### config.mk
export PLATFORM = sky130hd
export DESIGN_NAME = pipe_stage_reg
export DESIGN_NICKNAME = d
export VERILOG_FILES = /design/src/rtl/pipe_stage_reg.sv
export SDC_FILE = /design/constraint.sdc
export NUM_CORES = 1
export LEC_CHECK = 0
export BUFFER_PORTS_ARGS = -buffer_cell sky130_fd_sc_hd__buf_2
export CAP_MARGIN = 15
export CORE_MARGIN = 2
export CORE_UTILIZATION = 54
export CTS_BUF_LIST = sky130_fd_sc_hd__clkbuf_4
export DETAILED_ROUTE_END_ITERATION = 7
export GPL_TIMING_DRIVEN = 0
export HOLD_SLACK_MARGIN = 0.06
export PLACE_DENSITY = 0.83
export SYNTH_ARGS = -nofsm -noshare
export SYNTH_HDL_FRONTEND = slang
export SYNTH_SLANG_ARGS = --single-unit
### constraint.sdc
create_clock -name clk -period 2 [get_ports clk]
set_input_delay 0.3 -clock clk [delete_from_list [all_inputs] [get_ports clk]]
set_output_delay 0.3 -clock clk [all_outputs]
set_load 0.005 [all_outputs]
### src/rtl/pipe_stage_reg.sv
`default_nettype none
// ============================================================================
// Module   : pipe_stage_reg
// Purpose  : Handshaked PC+instruction pipeline stage register with optional
//            2-entry skid buffer, stall/flush and occupancy count.
//            Define PIPE_STAGE_REG_PERF_EN to build the stall/bubble counters.
// Revision : 1.0 - initial release
// ============================================================================
module pipe_stage_reg #(
    parameter int                 PC_W        = 64,
    parameter int                 INSTR_W     = 32,
    parameter logic [INSTR_W-1:0] FLUSH_INSTR = 32'h0000_0013,
    parameter int                 SKID        = 1
) (
    input  logic               clk,
    input  logic               rst,
    input  logic               in_valid,
    output logic               in_ready,
    input  logic [PC_W-1:0]    in_pc,
    input  logic [INSTR_W-1:0] in_instr,
    input  logic               stall,
    input  logic               flush,
    output logic               out_valid,
    input  logic               out_ready,
    output logic [PC_W-1:0]    out_pc,
    output logic [INSTR_W-1:0] out_instr,
    output logic [1:0]         count,
    output logic [31:0]        stall_cycles,
    output logic [31:0]        bubble_cycles
);

    logic               r_main_v;
    logic [PC_W-1:0]    r_main_pc;
    logic [INSTR_W-1:0] r_main_instr;

    logic               w_skid_v;
    logic [PC_W-1:0]    w_skid_pc;
    logic [INSTR_W-1:0] w_skid_instr;

    logic w_clear;
    logic w_in_ready;
    logic w_in_fire;
    logic w_out_fire;
    logic w_main_load;

    assign w_clear     = rst | flush;
    assign w_out_fire  = r_main_v & out_ready & ~stall & ~flush;
    assign w_in_fire   = in_valid & w_in_ready;
    assign w_main_load = ~r_main_v | w_out_fire;

    generate
        if (SKID != 0) begin : g_skid
            logic               r_skid_v;
            logic [PC_W-1:0]    r_skid_pc;
            logic [INSTR_W-1:0] r_skid_instr;

            // The skid slot only catches an input that main cannot take; it
            // is always older than anything still upstream.
            always_ff @(posedge clk) begin
                if (w_clear) begin
                    r_skid_v     <= 1'b0;
                    r_skid_pc    <= '0;
                    r_skid_instr <= FLUSH_INSTR;
                end else if (!stall) begin
                    if (w_in_fire && r_main_v && !w_out_fire) begin
                        r_skid_v     <= 1'b1;
                        r_skid_pc    <= in_pc;
                        r_skid_instr <= in_instr;
                    end else if (r_skid_v && w_main_load) begin
                        r_skid_v <= 1'b0;
                    end
                end
            end

            assign w_skid_v     = r_skid_v;
            assign w_skid_pc    = r_skid_pc;
            assign w_skid_instr = r_skid_instr;
            // Registered-only ready: no out_ready -> in_ready path.
            assign w_in_ready   = ~r_skid_v & ~stall & ~w_clear;
        end else begin : g_noskid
            assign w_skid_v     = 1'b0;
            assign w_skid_pc    = '0;
            assign w_skid_instr = FLUSH_INSTR;
            assign w_in_ready   = (~r_main_v | out_ready) & ~stall & ~w_clear;
        end
    endgenerate

    always_ff @(posedge clk) begin
        if (w_clear) begin
            r_main_v     <= 1'b0;
            r_main_pc    <= '0;
            r_main_instr <= FLUSH_INSTR;
        end else if (!stall && w_main_load) begin
            if (w_skid_v) begin
                r_main_v     <= 1'b1;
                r_main_pc    <= w_skid_pc;
                r_main_instr <= w_skid_instr;
            end else if (w_in_fire) begin
                r_main_v     <= 1'b1;
                r_main_pc    <= in_pc;
                r_main_instr <= in_instr;
            end else begin
                r_main_v <= 1'b0;
            end
        end
    end

    assign in_ready  = w_in_ready;
    assign out_valid = r_main_v;
    assign out_pc    = r_main_pc;
    assign out_instr = r_main_instr;
    assign count     = {1'b0, r_main_v} + {1'b0, w_skid_v};

`ifdef PIPE_STAGE_REG_PERF_EN
    logic [31:0] r_stall_cycles;
    logic [31:0] r_bubble_cycles;

    // Saturating counters; flush deliberately leaves them alone.
    always_ff @(posedge clk) begin
        if (rst) begin
            r_stall_cycles  <= 32'h0;
            r_bubble_cycles <= 32'h0;
        end else begin
            if (stall && r_main_v && (r_stall_cycles != 32'hFFFF_FFFF)) begin
                r_stall_cycles <= r_stall_cycles + 32'd1;
            end
            if (out_ready && !r_main_v && (r_bubble_cycles != 32'hFFFF_FFFF)) begin
                r_bubble_cycles <= r_bubble_cycles + 32'd1;
            end
        end
    end

    assign stall_cycles  = r_stall_cycles;
    assign bubble_cycles = r_bubble_cycles;
`else
    assign stall_cycles  = 32'h0;
    assign bubble_cycles = 32'h0;
`endif

endmodule
`default_nettype wire

==> out/metrics.yaml <==
hold_slack_ns: 0.0994
die_w_um: 135
cts_root_buf: "clkbuf_4"
skew_ns: 0.0167
numCtsBuffers: 17
cts_tree: "done"
critPathCaptureType: "flip-flop"
rr_startpoint: "g_skid.r_skid_v"
synth_cell_type_count: 24
layout_setup_ws_ns: 0.118
dp_hpwl_um: 15800
worstReg2RegEnd: "out_pc[11]"
startpoint: "rst"
syn_inst: 1016
max_freq_ghz: 0.531
holdPathEnd: "g_skid.r_skid_v"
drt_first_pass_iters: 5
clk_pin_slew_ns: 0.15
dieArea_sq_mm: 0.0182
start_kind: "primary input"
drc: 0
layout_common_cells: "289 x nand2_1, 215 x buf_2, 193 x dfxtp_1"
setup_viol: 0
ant_nets: 0
core_sq_mm: 0.0166
wl_met1_um: 9620
regToRegSetupSlack_ns: 0.16
powerDensity_mw_per_mm2: 581
hold_depth: 3
rsz0062_at_grt: "false"
status: "completed"
avgViaCountPerCell: 4.89
fin_nets: 1498
first_iter_violations: 361
cp.arrival_ns: 2.36
fin_crit_sh_pct: 94.1
final_common_cell: "nand2_1"
final_cell_count_no_fill: 1631
cts_buffer_depth: 2
area_growth_pct: 30.2
met3WireLength_um: 1480
layout_min_cycle_time_ns: 1.88
synth-seq-area-share_pct: 42.0
maxSlewHeadroom_pct: 49.6
wl_met2_um: 12300
die_y_um: 135
pre_cts_slack_ns: -0.312
drt_wl_total_um: 24100
hold_path_class: "primary input to flip-flop"
maxCapViolations: 0
critPathMaxFanout: 10
synth_top_area_share_pct: 42.0
final_hold_viol_count: 0
multi_input_area_sq_mm: 0.00446
synth_area_sq_mm: 0.00924
maxSlewViolCount: 0
nFillCells: 1154
port_buffers: 200
antenna_found_initial: 3
num_rows: 47
via_count: 7980
cts.sinks: 194
reg2reg_depth: 5
irDropWorstVdd_mv: 0.390
grt-ovfl-total: 0
crit_required_ns: 2.48
synth_area_leaders: "dfxtp_1 42%, mux2i_1 21%, nand2_1 12%"
grt_pass1_vias: 8003
routed.top_layer: "met4"
grt_usage_pct: 26.6
synth_warnings: 0
seq_area_sq_mm: 0.00389
wl_per_cell_um: 14.8
hold_start: "stall"
grt_max_degree: 17
clk_latency_ns: 0.57
synth.avg_cell_area_sq_um: 9.10
dpl.cell_count: 1499
h-tree-depth: 4
synth.largest_area_cell: "dfxtp_1"
path_class: "primary input to flip-flop"
grt_pass1_wl_um: 38600
start_util_pct: 55.5
p_leak_uw: 0.00667
synth-seq-cells: 194
tightest_slew_ns: 0.756
io_pins: 266
gp_congestion: 0.796
drive_gt1_share_pct: 29.3
[synth_stat cells]
| master | n |
|---|---|
| inv_1 | 91 |
| o21ai_0 | 2 |
| o2111ai_1 | 1 |
| or3b_1 | 1 |
| conb_1 | 1 |
| nand2_1 | 289 |
| mux2i_1 | 192 |
| buf_4 | 66 |
| buf_2 | 16 |
| ha_1 | 1 |
| nor3_1 | 2 |
| nor2_1 | 7 |
| nor3b_1 | 1 |
| buf_6 | 5 |
| mux2_2 | 93 |
| o2111a_1 | 1 |
| dfxtp_1 | 194 |
| a221o_1 | 1 |
| or2_2 | 1 |
| buf_1 | 11 |
| o211a_1 | 3 |
| clkbuf_1 | 33 |
| a21oi_1 | 3 |
| nand2b_1 | 1 |
[metrics by stage]
| stage | setup TNS (ns) | util, % | cell area (sq um) | power (uW) |
|---|---|---|---|---|
| after CTS | 0 | 72.3 | 12000 | 7010 |
| after global placement | -26.96 | 64.6 | 10800 | 4710 |
| after floorplan | 0 | - | 9480 | 4480 |
| after detailed placement | -36.66 | 64.6 | 10800 | 4720 |
| final | 0 | 72.3 | 12000 | 6990 |
| after global routing | 0 | 72.3 | 12000 | 7240 |
[cells by family (layout without fill, tap and decap cells)]
group	Yosys count	in the layout	share of synthesized area, %
AND/OR/NAND/NOR	302	302	12.4
multiplexers	285	285	32.1
buffers and inverters	222	550	12.3
adder cells (fa/ha/maj)	1	1	0.135
AO/OA/AOI/OAI	11	11	0.921
other	1	68	0.0406
flip-flops	194	194	42.0
[routing by layer]
metal / global-route usage, % / up-vias
met1: 30.3 / 3740
met2: 47.6 / 281
met3: 5.26 / 62
met5: 0 / -
met4: 12.4 / 0
li1: - / 3897
[state kept, by name, indices dropped and copies added, names as in the netlist]
register,flops
g_skid.r_skid_v,1
g_skid.r_skid_instr,32
out_valid,1
out_pc,64
out_instr,32
g_skid.r_skid_pc,64
[how the worst max path moves through the flow]
| stage | end | slack [ns] | cells past startpoint |
|---|---|---|---|
| after global placement | out_pc[11] | -0.23 | 7 |
| after detailed placement | g_skid.r_skid_pc[14] | -0.31 | 7 |
| final | out_pc[11] | 0.12 | 7 |
| after CTS | g_skid.r_skid_pc[19] | 0.008 | 8 |
| after floorplan | out_pc[23] | 0.41 | 6 |
| after global routing | count[0] | 0.06 | 2 |
[critical path: stages]
cell      delay, ns
buf_2          0.11
nor2_1         0.15
buf_2          0.30
clkbuf_1       0.62
clkbuf_1       0.47
nand2_1        0.16
mux2i_1        0.24
[area by class of cell]
type | count | share of cell area, %
Inverter | 91 | 2.84
Clock inverter | 12 | 1.17
Timing Repair Buffer | 298 | 16.4
Buffer | 130 | 6.65
Sequential cell | 194 | 32.3
Clock buffer | 19 | 1.19
Multi-Input combinational cell | 663 | 37.0
Tap cell | 220 | 2.29
Antenna cell | 4 | 0.0832
[timing repair]
action | CTS | global route
buffers inserted | 1 | 0
resized for setup | 6 | 2
setup endpoints to repair | 11 | 19
endpoints found under the hold margin | 98 | 0
hold buffers | 97 | 0
cloned | 0 | 0
[power by group]
part / total (uW) / switching [uW] / internal, uW
registers: 3910 / 16.5 / 3890
clock network: 2170 / 1300 / 870
logic: 907 / 423 / 484
total: 6990 / 1740 / 5250
(Power assumes the default switching activity.)
